## config.mk

```make
export PLATFORM = sky130hd
export DESIGN_NAME = alu_writeback_flat
export DESIGN_NICKNAME = d
export VERILOG_FILES = /design/src/rtl/alu_writeback_pkg.sv /design/src/rtl/alu_writeback_if.sv /design/src/rtl/alu_writeback_wb_hold_buffer.sv /design/src/rtl/alu_writeback.sv /design/src/flat_wrapper.sv
export SDC_FILE = /design/constraint.sdc
export NUM_CORES = 1
export LEC_CHECK = 0
export ABC_AREA = 1
export CAP_MARGIN = 20
export CORE_ASPECT_RATIO = 1.75
export CORE_MARGIN = 2
export CORE_UTILIZATION = 44
export DETAILED_ROUTE_END_ITERATION = 12
export PLACE_DENSITY_LB_ADDON = 0.15
export SLEW_MARGIN = 10
export SYNTH_ARGS = -nofsm -noshare
export SYNTH_HDL_FRONTEND = slang
export SYNTH_HIERARCHICAL = 1
export SYNTH_SLANG_ARGS = --single-unit
```

## constraint.sdc

```tcl
create_clock -name clk -period 1.8 [get_ports clk]
set_input_delay 0.18 -clock clk [delete_from_list [all_inputs] [get_ports clk]]
set_output_delay 0.18 -clock clk [all_outputs]
set_load 0.02 [all_outputs]
```

## src/rtl/alu_writeback_pkg.sv

```systemverilog
// Shared definitions for the ez8 ALU writeback stage: width defaults,
// writeback state encoding and decode constants shared with the ALU.
package alu_writeback_pkg;

  localparam int unsigned DATA_WIDTH_DEF = 8;
  localparam int unsigned ADDR_WIDTH_DEF = 8;

  typedef enum logic {
    ST_RUN  = 1'b0,
    ST_HOLD = 1'b1
  } wb_state_e;

  // Opcodes from the ALU decode whose effects surface here (retint, skip).
  localparam logic [7:0] OP_RET  = 8'h0E;
  localparam logic [7:0] OP_SKBC = 8'h70;

endpackage

```

## src/rtl/alu_writeback_if.sv

```systemverilog
// ALU-to-writeback bus: instruction handshake, enables, register-file write
// port and the accumulator/flag forwarding path back to the ALU.
interface alu_writeback_if
  import alu_writeback_pkg::*;
#(
  parameter int unsigned DATA_WIDTH = DATA_WIDTH_DEF,
  parameter int unsigned ADDR_WIDTH = ADDR_WIDTH_DEF
);

  logic                  in_valid;
  logic                  in_ready;
  logic [DATA_WIDTH-1:0] result;
  logic [ADDR_WIDTH-1:0] reg_addr;
  logic                  accum_write;
  logic                  reg_write;
  logic                  z_write;
  logic                  c_write;
  logic                  zout;
  logic                  cout;
  logic                  skip;
  logic                  retint;
  logic                  int_enter;

  logic                  rf_wr_en;
  logic [ADDR_WIDTH-1:0] rf_wr_addr;
  logic [DATA_WIDTH-1:0] rf_wr_data;
  logic                  rf_wr_ready;

  logic [DATA_WIDTH-1:0] accum;
  logic                  z_flag;
  logic                  c_flag;
  logic                  squash_next;
  logic                  retint_done;

  modport master (
    output in_valid, result, reg_addr, accum_write, reg_write, z_write,
           c_write, zout, cout, skip, retint, int_enter, rf_wr_ready,
    input  in_ready, rf_wr_en, rf_wr_addr, rf_wr_data, accum, z_flag,
           c_flag, squash_next, retint_done
  );

  modport slave (
    input  in_valid, result, reg_addr, accum_write, reg_write, z_write,
           c_write, zout, cout, skip, retint, int_enter, rf_wr_ready,
    output in_ready, rf_wr_en, rf_wr_addr, rf_wr_data, accum, z_flag,
           c_flag, squash_next, retint_done
  );

endinterface

```

## src/rtl/alu_writeback_wb_hold_buffer.sv

```systemverilog
// One-entry register-file write buffer: captures a write the register file
// refused and presents it until the register file accepts it.
module wb_hold_buffer
  import alu_writeback_pkg::*;
#(
  parameter int unsigned DATA_WIDTH = DATA_WIDTH_DEF,
  parameter int unsigned ADDR_WIDTH = ADDR_WIDTH_DEF
) (
  input  logic                  clk,
  input  logic                  reset,
  input  logic                  i_load,
  input  logic [ADDR_WIDTH-1:0] i_addr,
  input  logic [DATA_WIDTH-1:0] i_data,
  input  logic                  i_drain,
  output logic                  o_valid,
  output logic [ADDR_WIDTH-1:0] o_addr,
  output logic [DATA_WIDTH-1:0] o_data,
  output logic                  o_ready
);

  logic                  r_valid;
  logic [ADDR_WIDTH-1:0] r_addr;
  logic [DATA_WIDTH-1:0] r_data;

  always_ff @(posedge clk) begin
    if (reset) begin
      r_valid <= 1'b0;
      r_addr  <= '0;
      r_data  <= '0;
    end else if (i_load && !r_valid) begin
      r_valid <= 1'b1;
      r_addr  <= i_addr;
      r_data  <= i_data;
    end else if (r_valid && i_drain) begin
      r_valid <= 1'b0;
    end
  end

  assign o_valid = r_valid;
  assign o_addr  = r_addr;
  assign o_data  = r_data;
  assign o_ready = !r_valid;

endmodule

```

## src/rtl/alu_writeback.sv

```systemverilog
// ez8 ALU writeback stage: commits accumulator/flags, squashes skipped
// instructions, keeps interrupt shadows and drives the register-file write.
module alu_writeback
  import alu_writeback_pkg::*;
#(
  parameter int unsigned DATA_WIDTH = DATA_WIDTH_DEF,
  parameter int unsigned ADDR_WIDTH = ADDR_WIDTH_DEF
) (
  input logic             clk,
  input logic             reset,
  alu_writeback_if.slave  bus
);

  wb_state_e             r_state;
  wb_state_e             w_state_next;

  logic [DATA_WIDTH-1:0] r_accum;
  logic                  r_z;
  logic                  r_c;
  logic [DATA_WIDTH-1:0] r_sh_accum;
  logic                  r_sh_z;
  logic                  r_sh_c;
  logic                  r_squash;
  logic                  r_retint_done;

  logic [DATA_WIDTH-1:0] w_accum_next;
  logic                  w_z_next;
  logic                  w_c_next;
  logic                  w_squash_next;

  logic                  w_in_ready;
  logic                  w_accept;
  logic                  w_commit;
  logic                  w_rf_issue;
  logic                  w_hold_load;
  logic                  w_hold_valid;
  logic                  w_hold_ready;
  logic [ADDR_WIDTH-1:0] w_hold_addr;
  logic [DATA_WIDTH-1:0] w_hold_data;

  logic                  w_rf_wr_en;
  logic [ADDR_WIDTH-1:0] w_rf_wr_addr;
  logic [DATA_WIDTH-1:0] w_rf_wr_data;

  assign w_accept    = bus.in_valid && w_in_ready;
  assign w_commit    = w_accept && !r_squash;
  assign w_rf_issue  = w_commit && bus.reg_write;
  assign w_hold_load = w_rf_issue && !bus.rf_wr_ready;

  wb_hold_buffer #(
    .DATA_WIDTH (DATA_WIDTH),
    .ADDR_WIDTH (ADDR_WIDTH)
  ) u_hold (
    .clk     (clk),
    .reset   (reset),
    .i_load  (w_hold_load),
    .i_addr  (bus.reg_addr),
    .i_data  (bus.result),
    .i_drain (bus.rf_wr_ready),
    .o_valid (w_hold_valid),
    .o_addr  (w_hold_addr),
    .o_data  (w_hold_data),
    .o_ready (w_hold_ready)
  );

  always_ff @(posedge clk) begin
    if (reset) r_state <= ST_RUN;
    else       r_state <= w_state_next;
  end

  always_comb begin
    w_state_next = r_state;
    case (r_state)
      ST_RUN:  if (w_hold_load)     w_state_next = ST_HOLD;
      ST_HOLD: if (bus.rf_wr_ready) w_state_next = ST_RUN;
    endcase
  end

  always_comb begin
    w_in_ready   = 1'b0;
    w_rf_wr_en   = 1'b0;
    w_rf_wr_addr = bus.reg_addr;
    w_rf_wr_data = bus.result;
    case (r_state)
      ST_RUN: begin
        w_in_ready = w_hold_ready;
        w_rf_wr_en = w_rf_issue;
      end
      ST_HOLD: begin
        w_rf_wr_en   = w_hold_valid;
        w_rf_wr_addr = w_hold_addr;
        w_rf_wr_data = w_hold_data;
      end
    endcase
  end

  // retint restores all three values and overrides the instruction's own writes.
  always_comb begin
    w_accum_next = r_accum;
    w_z_next     = r_z;
    w_c_next     = r_c;
    if (w_commit) begin
      if (bus.retint) begin
        w_accum_next = r_sh_accum;
        w_z_next     = r_sh_z;
        w_c_next     = r_sh_c;
      end else begin
        if (bus.accum_write) w_accum_next = bus.result;
        if (bus.z_write)     w_z_next     = bus.zout;
        if (bus.c_write)     w_c_next     = bus.cout;
      end
    end
  end

  always_comb begin
    w_squash_next = r_squash;
    if (bus.int_enter)  w_squash_next = 1'b0;
    else if (w_accept)  w_squash_next = w_commit && bus.skip;
  end

  // Shadows take post-commit values, so retint+int_enter leaves them unchanged.
  always_ff @(posedge clk) begin
    if (reset) begin
      r_accum       <= '0;
      r_z           <= 1'b0;
      r_c           <= 1'b0;
      r_sh_accum    <= '0;
      r_sh_z        <= 1'b0;
      r_sh_c        <= 1'b0;
      r_squash      <= 1'b0;
      r_retint_done <= 1'b0;
    end else begin
      r_accum       <= w_accum_next;
      r_z           <= w_z_next;
      r_c           <= w_c_next;
      r_squash      <= w_squash_next;
      r_retint_done <= w_commit && bus.retint;
      if (bus.int_enter) begin
        r_sh_accum <= w_accum_next;
        r_sh_z     <= w_z_next;
        r_sh_c     <= w_c_next;
      end
    end
  end

  assign bus.in_ready    = w_in_ready;
  assign bus.rf_wr_en    = w_rf_wr_en;
  assign bus.rf_wr_addr  = w_rf_wr_addr;
  assign bus.rf_wr_data  = w_rf_wr_data;
  assign bus.accum       = r_accum;
  assign bus.z_flag      = r_z;
  assign bus.c_flag      = r_c;
  assign bus.squash_next = r_squash;
  assign bus.retint_done = r_retint_done;

endmodule

```

## src/flat_wrapper.sv

```systemverilog
// flat-port wrapper written by rule: the top's interface ports become plain ports
module alu_writeback_flat import alu_writeback_pkg::*;
#(
  parameter int unsigned DATA_WIDTH = DATA_WIDTH_DEF,
  parameter int unsigned ADDR_WIDTH = ADDR_WIDTH_DEF
)
  (clk, reset, bus_in_valid, bus_result, bus_reg_addr, bus_accum_write, bus_reg_write, bus_z_write, bus_c_write, bus_zout, bus_cout, bus_skip, bus_retint, bus_int_enter, bus_rf_wr_ready, bus_in_ready, bus_rf_wr_en, bus_rf_wr_addr, bus_rf_wr_data, bus_accum, bus_z_flag, bus_c_flag, bus_squash_next, bus_retint_done);
  alu_writeback_if #(.DATA_WIDTH(DATA_WIDTH), .ADDR_WIDTH(ADDR_WIDTH)) bus_i ();
  input logic clk;
  input logic reset;
  input wire logic [$bits(bus_i.in_valid)-1:0] bus_in_valid;
  input wire logic [$bits(bus_i.result)-1:0] bus_result;
  input wire logic [$bits(bus_i.reg_addr)-1:0] bus_reg_addr;
  input wire logic [$bits(bus_i.accum_write)-1:0] bus_accum_write;
  input wire logic [$bits(bus_i.reg_write)-1:0] bus_reg_write;
  input wire logic [$bits(bus_i.z_write)-1:0] bus_z_write;
  input wire logic [$bits(bus_i.c_write)-1:0] bus_c_write;
  input wire logic [$bits(bus_i.zout)-1:0] bus_zout;
  input wire logic [$bits(bus_i.cout)-1:0] bus_cout;
  input wire logic [$bits(bus_i.skip)-1:0] bus_skip;
  input wire logic [$bits(bus_i.retint)-1:0] bus_retint;
  input wire logic [$bits(bus_i.int_enter)-1:0] bus_int_enter;
  input wire logic [$bits(bus_i.rf_wr_ready)-1:0] bus_rf_wr_ready;
  output wire logic [$bits(bus_i.in_ready)-1:0] bus_in_ready;
  output wire logic [$bits(bus_i.rf_wr_en)-1:0] bus_rf_wr_en;
  output wire logic [$bits(bus_i.rf_wr_addr)-1:0] bus_rf_wr_addr;
  output wire logic [$bits(bus_i.rf_wr_data)-1:0] bus_rf_wr_data;
  output wire logic [$bits(bus_i.accum)-1:0] bus_accum;
  output wire logic [$bits(bus_i.z_flag)-1:0] bus_z_flag;
  output wire logic [$bits(bus_i.c_flag)-1:0] bus_c_flag;
  output wire logic [$bits(bus_i.squash_next)-1:0] bus_squash_next;
  output wire logic [$bits(bus_i.retint_done)-1:0] bus_retint_done;
  assign bus_i.in_valid = bus_in_valid;
  assign bus_i.result = bus_result;
  assign bus_i.reg_addr = bus_reg_addr;
  assign bus_i.accum_write = bus_accum_write;
  assign bus_i.reg_write = bus_reg_write;
  assign bus_i.z_write = bus_z_write;
  assign bus_i.c_write = bus_c_write;
  assign bus_i.zout = bus_zout;
  assign bus_i.cout = bus_cout;
  assign bus_i.skip = bus_skip;
  assign bus_i.retint = bus_retint;
  assign bus_i.int_enter = bus_int_enter;
  assign bus_i.rf_wr_ready = bus_rf_wr_ready;
  assign bus_in_ready = bus_i.in_ready;
  assign bus_rf_wr_en = bus_i.rf_wr_en;
  assign bus_rf_wr_addr = bus_i.rf_wr_addr;
  assign bus_rf_wr_data = bus_i.rf_wr_data;
  assign bus_accum = bus_i.accum;
  assign bus_z_flag = bus_i.z_flag;
  assign bus_c_flag = bus_i.c_flag;
  assign bus_squash_next = bus_i.squash_next;
  assign bus_retint_done = bus_i.retint_done;
  alu_writeback #(.DATA_WIDTH(DATA_WIDTH), .ADDR_WIDTH(ADDR_WIDTH)) u_core (.clk(clk), .reset(reset), .bus(bus_i));
endmodule
```

Word-level counts from Yosys, hierarchy flattened
Index checks and enable logic that the tools add are counted.
{ "word_totals": {"register_bits": 40, "input_bits": 29, "out_inout_bits": 30, "word_cells": 44} }
{ "classes": {"n_mux": 18, "bitwise_logic": 1, "n_reduce_logical": 13} }
{ "op_table": {"columns": ["cell", "count"], "rows": [
  ["$mux W8", 5],
  ["$mux W1", 11],
  ["$logic_and A1 B1 Y1", 8],
  ["$pmux W1 S2", 2],
  ["$logic_not A1 Y1", 3],
  ["$reduce_bool A2 Y1", 1],
  ["$reduce_or A2 Y1", 1],
  ["$not A1 Y1", 1]
]} }

Longest topological paths before layout
Gate-level depths: netlist of the first run.
{ "depth": {"ltp_word": 8, "depth_mapped": 13, "depth_no_buf": 9} }

By module
Netlist of the first run, hierarchy kept.
{ "by_module_without_submodules": {"columns": ["mod", "instances", "cells_per_inst", "area_per_inst_um2", "seq_area_each_um2"], "rows": [
  ["alu_writeback", 1, 223, 1440.1, 460.4],
  ["wb_hold_buffer", 1, 110, 743.2, 340.3]
]} }

Worst setup path before layout of the first run
No wires, ideal clock.
{ "synth_timing": {"path_type": "flip-flop to flip-flop", "start": "register u_core.u_hold.r_valid (netlist: u_core/u_hold/o_valid)", "end": "register u_core.u_hold.r_addr[0] (netlist: u_core/u_hold/o_addr[0])", "setup_time_ns": 0.064, "t_arrival_ns": 1.648, "t_required_ns": 1.736, "slack_ns": 0.089, "path_stages_with_launch": 14, "path_buffers": 4, "synth_period_minus_slack_ns": 1.711, "path_cell_list": "dfxtp_1 inv_2 buf_6 nand3_4 nor2_4 buf_6 nand2_2 nor2_1 buf_6 inv_2 nor2_4 buf_6 nor2_1 nor2_1"} }
{ "synth_via": {"elab_chain_cells": 7} }
{ "synth_rtl": {"columns": ["item", "line", "rtl"], "rows": [
  ["from (decl)", "alu_writeback_wb_hold_buffer.sv:21", "logic r_valid;"],
  ["from (signal assigned)", "alu_writeback_wb_hold_buffer.sv:27", "r_valid <= 1'b0;"],
  ["from (signal assigned)", "alu_writeback_wb_hold_buffer.sv:31", "r_valid <= 1'b1;"],
  ["from (signal assigned)", "alu_writeback_wb_hold_buffer.sv:35", "r_valid <= 1'b0;"],
  ["$logic_not A1 Y1", "alu_writeback_wb_hold_buffer.sv:42", "assign o_ready = !r_valid;"],
  ["via u_core.w_hold_ready", "alu_writeback.sv:37", "logic w_hold_ready;"],
  ["$mux W1", "alu_writeback.sv:84", "case (r_state)"],
  ["$logic_and A1 B1 Y1", "alu_writeback.sv:45", "assign w_accept = bus.in_valid && w_in_ready;"],
  ["$logic_and A1 B1 Y1", "alu_writeback.sv:46", "assign w_commit = w_accept && !r_squash;"],
  ["$logic_and A1 B1 Y1", "alu_writeback.sv:47", "assign w_rf_issue = w_commit && bus.reg_write;"],
  ["$logic_and A1 B1 Y1", "alu_writeback.sv:48", "assign w_hold_load = w_rf_issue && !bus.rf_wr_ready;"],
  ["via u_core.w_hold_load", "alu_writeback.sv:35", "logic w_hold_load;"],
  ["$logic_and A1 B1 Y1", "alu_writeback_wb_hold_buffer.sv:30", "end else if (i_load && !r_valid) begin"],
  ["to (signal assigned)", "alu_writeback_wb_hold_buffer.sv:32", "r_addr <= i_addr;"],
  ["to (decl)", "alu_writeback_wb_hold_buffer.sv:22", "logic [ADDR_WIDTH-1:0] r_addr;"]
]} }
The timed path passes the listed nets, and every way through them passes these cells.
A chain may end at the register's enable or synchronous reset.

Worst setup path after layout of the first run
{ "layout_timing": {"start": "register u_core.r_state", "end": "output bus_rf_wr_en"} }
{ "layout_via": {"elab_chain_cells": 5, "elab_cells_between_ends": 6, "cone_classes": "2 x mux; 1 x bitwise; 3 x reduce/logical"} }
{ "layout_rtl": {"columns": ["item", "line", "rtl"], "rows": [
  ["from (decl)", "alu_writeback.sv:14", "wb_state_e r_state;"],
  ["from (signal assigned)", "alu_writeback.sv:68", "else r_state <= w_state_next;"],
  ["$mux W1", "alu_writeback.sv:84", null],
  ["$logic_and A1 B1 Y1", "alu_writeback.sv:45", null],
  ["$logic_and A1 B1 Y1", "alu_writeback.sv:46", null],
  ["$logic_and A1 B1 Y1", "alu_writeback.sv:47", null],
  ["$pmux W1 S2 (*)", "alu_writeback.sv:84", null],
  ["to (decl)", "flat_wrapper.sv:25", "output wire logic [$bits(bus_i.rf_wr_en)-1:0] bus_rf_wr_en;"]
]} }
Mark *: on every way between the ends. The rest lies on a longest branch, timed or not.

==> results of run 1 <==
==> area by class of cell <==
class	instances	area [sq um]	area share [%]
multi-input combinational	232	1100	37.6
sequential	40	801	27.5
timing repair buffer	71	676	23.2
inverter	47	184	6.32
clock buffer	8	90.1	3.09
tap	52	65.1	2.23
==> worst max-delay path by stage <==
stage / start / end / slack, ns / depth (start not counted)
2_1_floorplan: u_core/u_hold/o_valid / u_core/u_hold/o_addr[0] / 0.09 / 13
4_1_cts: u_core/r_state / bus_rf_wr_addr[3] / 0.0007 / 4
6_report: u_core/r_state / bus_rf_wr_en / 0.16 / 6
3_5_place_dp: bus_in_valid / bus_rf_wr_en / -0.02 / 6
3_3_place_gp: bus_in_valid / bus_rf_wr_en / 0.007 / 6
5_1_grt: u_core/r_state / bus_rf_wr_en / 0.08 / 6
==> synthesized netlist by cell type <==
cell type / n
nor2_1: 43
inv_6: 1
a21oi_1: 7
nor3_1: 1
nand3_1: 28
nand3b_2: 1
buf_2: 4
or2_0: 1
buf_6: 6
dfxtp_1: 40
nor2_4: 3
inv_1: 41
inv_4: 1
a21oi_2: 5
nand3_4: 1
a211oi_2: 1
or2_2: 9
nand2_1: 113
nand2_2: 11
inv_2: 4
clkbuf_1: 4
nand3_2: 8
==> layer usage <==
layer / vias to the layer above / track usage, %
met4: 0 / 4.83
met3: 5 / 3.73
met1: 967 / 20.4
met5: - / 0
li1: 1128 / -
met2: 44 / 35.9
==> layout by cell type (no fill, tap or decap), drive strengths merged <==
master / n
a211oi: 1
a21oi: 12
buf: 13
clkbuf: 8
clkdlybuf4s50: 40
dfxtp: 40
dlygate4sd2: 16
dlymetal6s2s: 2
inv: 47
nand2: 124
nand3: 37
nand3b: 1
nor2: 46
nor3: 1
or2: 10
==> worst register-to-register path, stage by stage, from the launching register on <==
cell     delay, ns
dfxtp_1       0.36
inv_6         0.16
nand3_4       0.10
nor2_4        0.11
nand2_2       0.07
nor2_1        0.21
buf_4         0.25
nand3_1       0.10
nand2_1       0.07
nor2_1        0.05
==> sequential cells by signal, summed over array words and instances, names as in the netlist <==
signal,flops
u_core/r_sh_accum,8
u_core/u_hold/o_data,8
u_core/bus.c_flag,1
u_core/u_hold/o_addr,8
u_core/r_sh_c,1
u_core/bus.z_flag,1
u_core/bus.accum,8
u_core/r_sh_z,1
u_core/bus.retint_done,1
u_core/bus.squash_next,1
u_core/u_hold/o_valid,1
u_core/r_state,1
==> kinds of logic after synthesis <==
logic type | share of synthesized area (%)
AND/OR/NAND/NOR | 46.0
AO/OA/AOI/OAI | 4.18
buffers and inverters | 13.1
flip-flops | 36.7
==> power breakdown <==
| group | switching (uW) | internal (uW) |
|---|---|---|
| Clock | 295 | 313 |
| Combinational | 301 | 254 |
| Sequential | 40.4 | 954 |
| Total | 637 | 1520 |
==> what timing repair did <==
action	CTS	global route
gates resized for setup	16	2
hold endpoints to repair	0	0
setup endpoints to repair	16	2
pin swaps	0	0
==> stage by stage <==
stage | cells | power [uW]
after floorplan | 333 | 1360
after global placement | 442 | 1580
after detailed placement | 442 | 1590
after CTS | 450 | 2190
after global routing | 450 | 2280
final | 450 | 2160
==> qor.csv, run 1 <==
stage;metric;value;unit
sta;Max Fclk;610;MHz
sta;RSZ-0062 raised after global routing;no;
sta;Slew Limit Fails;0;
floorplanning;FP Rows;33;
flow_run;maxcap violations;0;
cts;root buffer cell;clkbuf_8;
floorplanning;initial cell density of the core;46.0;%
sta;worst hold margin;0.471;ns
floorplanning;Core Region;0.00475;sq mm
synthesis;Syn Nets;362;
setup_path;CP peak stage delay;0.36;ns
cells_and_area;area grow syn2layout;33.4;%
synthesis;Synth Register Bits;40;
sta;Worst slew margin;66.0;%
sta;TNS Setup;0;ns
synthesis;synth top area cells;dfxtp_1 (37%), nand2_1 (19%), nor2_1 (7.4%);
placement;Buffers on Ports;58;
grt;first-pass GRT wire length;8530;um
setup_path;Worst setup SP type;flop;
detailed_routing;via count;2144;
cells_and_area;Final Cell Area;0.00291;sq mm
setup_path;Critical R2R Capture;u_core/u_hold/o_addr[2];
worst_hold_path;HP Start;u_core/r_sh_accum[7];
synthesis;post-synthesis cell type count;22;
floorplanning;number of I/O pins;59;
detailed_routing;vias per cell;4.76;
floorplanning;Die Y;97.2;um
setup_path;Crit path max-delay family;buffers and inverters;
setup_path;Slowest cell on crit path;dfxtp_1;
sta;Final period util;91.1;%
grt;largest net degree at the start of global routing;22;
setup_path;Cell Chain, Critical Path;inv_6 > nand3_4 > nor2_4 > nand2_2 > nand2_1 > dlygate4sd2_1;
detailed_routing;Met2 Wirelength;2740;um
synthesis;Avg Cell Area, Syn;6.56;sq um
detailed_routing;DR top layer;met4;
grt;vias in the first global route;1983;
setup_path;R2R Path Start;u_core/r_state;
sta;final hold violations;0;
worst_hold_path;Hold Path End;u_core/r_sh_accum[7];
power;Peak supply drop;0.000550;V
sta;Tightest Pin Transition;0.509;ns
cts;CTS tree;built;
detailed_routing;drt first-iter violations;53;
cells_and_area;Core Util, Final;61.3;%
placement;dpl hpwl;3710;um
cells_and_area;Fill cells;478;
setup_path;reg2reg path depth;9;
synthesis;area leader, netlist;dfxtp_1;
sta;Setup violations, final;0;
floorplanning;full die area;0.00556;sq mm
cts;Sinks on Clock Net;40;
placement;Cell Area, Placed;0.00284;sq mm
cts;H-tree depth;2;
cts;CTS clock-pin slew for the worst setup and hold paths;0.07;ns
synthesis;Mapped Area;0.00218;sq mm
detailed_routing;Detailed Routing Iterations Pass 1;4;
cells_and_area;share of cells above drive strength 1;16.1;%
synthesis;area share of the largest cell type after synthesis;36.7;%
outcome;status;finished clean;
setup_path;crit path DAT;1.46;ns
synthesis;register area share after synthesis;36.7;%
grt;initial antenna violation count;0;
cts;clk_lat worst skew;0.29;ns
worst_hold_path;worst hold stages;2;
sta;worst clock skew;0.00474;ns
setup_path;Bufs and invs on worst path;2;
cts;Post-CTS Setup Repair Bufs;0;
power;Leak Pwr;0.00148;uW
sta;final setup margin;0.160;ns
floorplanning;DIE WIDTH;57.3;um
detailed_routing;DRC violations left;0;
detailed_routing;final wirelength;4990;um
grt;Overall Global Routing Usage;18.9;%
setup_path;Crit path required time;1.62;ns
setup_path;worst-path maximum fanout;18;
cts;clk buf depth;2;
cells_and_area;Ant. Diodes;0;
worst_hold_path;Hold WC Path Type;flop to flop;
synthesis;Cells after Synth;333;
synthesis;Synth Warn #;6;
placement;pre-CTS setup slack;-0.0168;ns
cts;hold_buf cts;0;
grt;GRT overflow;0;
setup_path;reg-to-reg setup timing slack;0.23;ns
cells_and_area;Final nets;426;
detailed_routing;wire length on met1;1970;um
detailed_routing;ANT nets after route;0;
detailed_routing;DR WL/cell;11.1;um
cts;TritonCTS Buffers;5;
placement;gpl congestion;0.790;
setup_path;crit end category;primary output;
setup_path;Setup CP Type;flop to primary output;
power;Power Density;741;mW/mm^2
detailed_routing;WL met3;224;um
sta;fin crit period;1.64;ns
Note: power is estimated with default switching activity, not from simulation.
==> inputs of run 2 (changes only) <==
Settings changed: CTS_BUF_LIST from default to sky130_fd_sc_hd__clkbuf_16.
==> qor.csv, run 2 (synthesis gave the netlist of run 1 again) <==
stage;metric;value;unit;change
outcome;status;finished clean;;unchanged
sta;Max Fclk;616;MHz;was 610 MHz
placement;pre-CTS setup slack;-0.0168;ns;unchanged
cells_and_area;area grow syn2layout;35.8;%;was 33.4%
power;Power Total;2380;uW;was 2160 uW
setup_path;worst-path maximum fanout;18;;unchanged
floorplanning;Core Region;0.00475;sq mm;unchanged
setup_path;Crit path required time;1.62;ns;about the same
setup_path;Setup CP Type;flop to primary output;;unchanged
cts;CTS tree;built;;unchanged
worst_hold_path;Hold WC Path Type;flop to flop;;unchanged
cells_and_area;commonest non-fill, non-tap cell in the layout;nand2_1;;unchanged
placement;dpl hpwl;3710;um;unchanged
setup_path;Cell Chain, Critical Path;inv_6 > nand3_4 > nor2_4 > nand2_2 > nand2_1 > dlygate4sd2_1;;unchanged
grt;first-pass GRT wire length;8670;um;was 8530 um
placement;Cell Area, Placed;0.00284;sq mm;unchanged
sta;Setup violations, final;0;;unchanged
sta;fin crit period;1.62;ns;was 1.64 ns
floorplanning;DIE WIDTH;57.3;um;unchanged
sta;Slew Limit Fails;0;;unchanged
detailed_routing;ANT nets after route;0;;unchanged
setup_path;Slowest cell on crit path;dfxtp_1;;unchanged
sta;worst clock skew;0.00220;ns;was 0.00474 ns
floorplanning;initial cell density of the core;46.0;%;unchanged
placement;Post-Place Cells;442;;unchanged
cts;root buffer cell;clkbuf_16;;was clkbuf_8
detailed_routing;DRC violations left;0;;unchanged
detailed_routing;DR top layer;met4;;unchanged
detailed_routing;vias per cell;4.78;;was 4.76
setup_path;crit end category;primary output;;unchanged
power;Leak Pwr;0.00153;uW;was 0.00148 uW
detailed_routing;Detailed Routing Iterations Pass 1;4;;unchanged
cts;Sinks on Clock Net;40;;unchanged
floorplanning;number of I/O pins;59;;unchanged
cells_and_area;Fill cells;463;;was 478
floorplanning;Die Y;97.2;um;unchanged
cts;TritonCTS Buffers;5;;unchanged
sta;Final period util;90.2;%;was 91.1%
detailed_routing;WL met3;211;um;was 224 um
cells_and_area;Final Cell Area;0.00297;sq mm;was 0.00291 sq mm
cts;CTS clock-pin slew for the worst setup and hold paths;0.06;ns;was 0.07 ns
sta;RSZ-0062 raised after global routing;no;;unchanged
flow_run;maxcap violations;0;;unchanged
detailed_routing;DR WL/cell;11.3;um;was 11.1 um
cells_and_area;Core Util, Final;62.5;%;was 61.3%
setup_path;CP peak stage delay;0.35;ns;was 0.36 ns
sta;Tightest Pin Transition;0.523;ns;was 0.509 ns
detailed_routing;final wirelength;5080;um;was 4990 um
detailed_routing;wire length on met1;2020;um;was 1970 um
grt;Overall Global Routing Usage;19.5;%;was 18.9%
cells_and_area;fin cells;450;;unchanged
cts;clk buf depth;2;;unchanged
cts;H-tree depth;2;;unchanged
placement;gpl congestion;0.790;;unchanged
cells_and_area;share of cells above drive strength 1;15.8;%;was 16.1%
sta;final setup margin;0.177;ns;was 0.160 ns
detailed_routing;via count;2152;;was 2,144
setup_path;crit path DAT;1.44;ns;was 1.46 ns
grt;largest net degree at the start of global routing;22;;unchanged
detailed_routing;Met2 Wirelength;2760;um;was 2740 um
power;Power Density;803;mW/mm^2;was 741 mW/mm^2
grt;initial antenna violation count;0;;unchanged
sta;final hold violations;0;;unchanged
floorplanning;FP Rows;33;;unchanged
placement;Buffers on Ports;58;;unchanged
cells_and_area;Final nets;426;;unchanged
power;Peak supply drop;0.000695;V;was 0.000550 V
setup_path;Worst setup SP type;flop;;unchanged
sta;Worst slew margin;65.1;%;was 66.0%
cells_and_area;Ant. Diodes;0;;unchanged
detailed_routing;drt first-iter violations;51;;was 53
floorplanning;full die area;0.00556;sq mm;unchanged
cells_and_area;most frequent cells in the layout;nand2_1 (113), inv_1 (43), nor2_1 (43);;was nand2_1 (113), nor2_1 (43), inv_1 (41)
grt;GRT overflow;0;;unchanged
cts;clk_lat worst skew;0.28;ns;was 0.29 ns
grt;vias in the first global route;2008;;was 1,983
-- run 2: changes by cell type in the layout (fill, tap and decap cells not counted), moves of 2 or more --
cell / change
inv_1: +2
dlymetal6s2s_1: +2
clkbuf_8: -6
clkbuf_1: -2
clkbuf_16: +5
dlygate4sd2_1: -2
-- run 2: final timing paths --
check	start	endpoint	slack, ns	cells after the start
hold / removal	u_core/r_sh_accum[7]	u_core/r_sh_accum[7]	0.47	2
setup / recovery	u_core/r_state	bus_rf_wr_en	0.18	6
setup reg to reg	u_core/r_state	u_core/u_hold/o_addr[2]	0.23	9
hold reg to reg	u_core/r_sh_accum[7]	u_core/r_sh_accum[7]	0.47	2
-- run 2: report_power, final --
group | switching (uW) | leakage, uW | internal, uW
Clock | 329 | 0.0000738 | 498
Combinational | 302 | 0.00112 | 256
Sequential | 41.0 | 0.000329 | 955
-- run 2: timing repair --
item | CTS | global route
hold buffers | 0 | 0
setup buffers | 0 | 0
setup endpoints to repair | 14 | 4
gates cloned | 0 | 0
resized for setup | 14 | 4
-- run 2: critical path, delay by kind of cell, from the launching register on --
family	cells	cell delay, ns
simple gates	4	0.34
flops	1	0.35
buf+inv	2	0.48
-- run 2: routing by layer --
layer	GRT usage, %	vias up
met5	0	-
met4	8.05	0
met3	3.73	7
met2	36.2	46
met1	20.5	968
li1	-	1131
-- run 2: stage by stage --
stage | setup TNS (ns) | hold slack (ns)
floorplan | 0 | 0.242
global placement | 0 | 0.456
detailed placement | -0.0168 | 0.462
CTS | 0 | 0.473
global route | 0 | 0.488
finish | 0 | 0.469
-- run 2: layout make-up --
cell class	count	area (sq um)	share of cell area, %
clock buffer	5	125	4.22
clock inverter	3	11.3	0.380
inverter	47	184	6.20
multi-input combinational	232	1100	37.0
sequential	40	801	27.0
tap	52	65.1	2.19
timing repair buffer	71	683	23.0
==> inputs of run 3 (changes only) <==
Settings changed: CORE_ASPECT_RATIO 1.75 to 1.2.
==> qor.csv, run 3 (synthesis gave the netlist of run 1 again) <==
stage;metric;value;unit;change
outcome;status;finished clean;;unchanged
setup_path;R2R Path Start;u_core/r_state;;unchanged
sta;Max Fclk;588;MHz;was 616 MHz
detailed_routing;via count;2129;;was 2,152
cells_and_area;area of the multi-input gates;0.00110;sq mm;unchanged
power;Leak Pwr;0.00150;uW;was 0.00153 uW
detailed_routing;Detailed Routing Iterations Pass 1;4;;unchanged
cts;clk buf depth;2;;unchanged
sta;final hold violations;0;;unchanged
detailed_routing;vias per cell;4.67;;was 4.78
setup_path;crit end category;primary output;;unchanged
cells_and_area;Final nets;424;;was 426
power;Gate power share;22.0;%;was 23.4%
setup_path;Crit path required time;1.62;ns;about the same
floorplanning;Core Region;0.00487;sq mm;was 0.00475 sq mm
cts;root buffer cell;clkbuf_16;;unchanged
floorplanning;Die Y;81.2;um;was 97.2 um
power;Power Total;2520;uW;was 2380 uW
worst_hold_path;Hold WC Path Type;flop to flop;;unchanged
power;Power Density;847;mW/mm^2;was 803 mW/mm^2
cells_and_area;Seq. cell area;802;sq um;was 801 sq um
sta;Tightest Pin Transition;0.496;ns;was 0.523 ns
sta;Setup violations, final;0;;unchanged
cells_and_area;share of cells above drive strength 1;15.9;%;was 15.8%
cts;clk_lat worst skew;0.28;ns;about the same
grt;GRT overflow;0;;unchanged
sta;RSZ-0062 raised after global routing;no;;unchanged
setup_path;reg-to-reg setup timing slack;0.21;ns;was 0.23 ns
setup_path;Critical R2R Capture;u_core/u_hold/o_data[6];;was u_core/u_hold/o_addr[2]
grt;largest net degree at the start of global routing;22;;unchanged
placement;pre-CTS setup slack;-0.0166;ns;was -0.0168 ns
detailed_routing;DR WL/cell;11.1;um;was 11.3 um
cts;H-tree depth;2;;unchanged
sta;TNS Setup;0;ns;unchanged
grt;vias in the first global route;1914;;was 2,008
cells_and_area;fin cells;456;;was 450
floorplanning;FP Rows;28;;was 33
grt;Overall Global Routing Usage;19.8;%;was 19.5%
setup_path;Worst setup SP type;flop;;unchanged
detailed_routing;final wirelength;5080;um;about the same
setup_path;beginning of the critical path;u_core/r_state;;unchanged
detailed_routing;DRC violations left;0;;unchanged
power;Switching Share;26.6;%;was 28.2%
power;sequential share of power;39.5;%;was 41.9%
grt;first-pass GRT wire length;8400;um;was 8670 um
cells_and_area;commonest non-fill, non-tap cell in the layout;nand2_1;;unchanged
cells_and_area;Ant. Diodes;0;;unchanged
placement;Buffers on Ports;58;;unchanged
floorplanning;number of I/O pins;59;;unchanged
cells_and_area;area grow syn2layout;36.4;%;was 35.8%
floorplanning;full die area;0.00554;sq mm;was 0.00556 sq mm
placement;Post-Place Cells;448;;was 442
sta;worst hold margin;0.470;ns;was 0.469 ns
floorplanning;initial cell density of the core;44.8;%;was 46.0%
cts;Post-CTS Setup Repair Bufs;0;;unchanged
setup_path;timing endpoint of the critical path;bus_rf_wr_data[7];;was bus_rf_wr_en
cts;CTS clock-pin slew for the worst setup and hold paths;0.05;ns;was 0.06 ns
placement;dpl hpwl;3630;um;was 3710 um
setup_path;reg2reg path depth;9;;unchanged
setup_path;worst-path maximum fanout;18;;unchanged
cells_and_area;most frequent cells in the layout;nand2_1 (113), nor2_1 (43), clkdlybuf4s50_1 (42);;was nand2_1 (113), inv_1 (43), nor2_1 (43)
floorplanning;DIE WIDTH;68.3;um;was 57.3 um
cts;Sinks on Clock Net;40;;unchanged
power;internal power;1850;uW;was 1710 uW
cts;hold_buf cts;0;;unchanged
power;Clk pwr share;38.5;%;was 34.7%
placement;gpl congestion;0.743;;was 0.790
cells_and_area;Fill cells;493;;was 463
power;Peak supply drop;0.000772;V;was 0.000695 V
sta;Slew Limit Fails;0;;unchanged
setup_path;Setup CP Type;flop to primary output;;unchanged
cts;TritonCTS Buffers;5;;unchanged
power;Psw;671;uW;about the same
flow_run;maxcap violations;0;;unchanged
sta;fin crit period;1.70;ns;was 1.62 ns
grt;initial antenna violation count;0;;unchanged
sta;worst clock skew;0.00230;ns;was 0.00220 ns
sta;Worst slew margin;66.9;%;was 65.1%
detailed_routing;ANT nets after route;0;;unchanged
sta;Final period util;94.4;%;was 90.2%
setup_path;crit path DAT;1.52;ns;was 1.44 ns
sta;final setup margin;0.100;ns;was 0.177 ns
detailed_routing;drt first-iter violations;121;;was 51
cts;CTS tree;built;;unchanged
==> run 3: worst max-delay path, stage by stage (launching register included) <==
cell and delay, ns:
dfxtp_2 0.37, inv_6 0.15, nand2_1 0.07, nand2_1 0.05, clkdlybuf4s50_1 0.59
==> run 3: worst min-delay path by stage <==
stage / slack [ns] / to / cells after the start / startpoint
final: 0.47 / u_core/r_sh_accum[1] / 2 / u_core/r_sh_accum[1]
after global routing: 0.49 / u_core/r_sh_z / 2 / u_core/r_sh_z
after CTS: 0.47 / u_core/r_sh_z / 2 / u_core/r_sh_z
after detailed placement: 0.46 / u_core/r_sh_z / 2 / u_core/r_sh_z
after global placement: 0.46 / u_core/r_sh_accum[7] / 2 / u_core/r_sh_accum[7]
after floorplan: 0.24 / u_core/r_sh_accum[0] / 1 / reset
==> run 3: power groups by stage <==
stage | logic [uW] | registers (uW) | clock network [uW]
after floorplan | 325 | 1030 | 0
after global placement | 567 | 1010 | 0
after detailed placement | 577 | 1020 | 0
after CTS | 563 | 996 | 995
after global routing | 615 | 1000 | 1040
final | 556 | 996 | 971
==> run 3: final cells by class <==
cell class	instances	share of cell area, %
multi-input cells	232	36.8
flip-flops and latches	40	26.9
repair buffers	69	22.1
inverters	47	6.17
clock buffers	5	4.20
well taps	60	2.52
clock inverters	3	1.26
==> run 3: routing by layer <==
metal	GRT usage [%]	part of all wire (%)	vias up
met4	4.80	0.83	0
met3	4.16	4.6	4
met2	37.4	53	48
li1	-	-	1119
met5	0	0	-
met1	22.1	41	958
==> run 3: what timing repair did <==
item                       4_1_cts  5_1_grt
resized for setup               18        0
hold endpoints to repair         0        0
setup endpoints to repair       16        0
==> run 3: through the flow <==
step / utilization, % / area (sq um)
6_report: 61.2 / 2980
5_1_grt: 61.2 / 2980
4_1_cts: 61.2 / 2980
3_5_place_dp: 58.1 / 2830
3_3_place_gp: 58.1 / 2830
2_1_floorplan: - / 2180
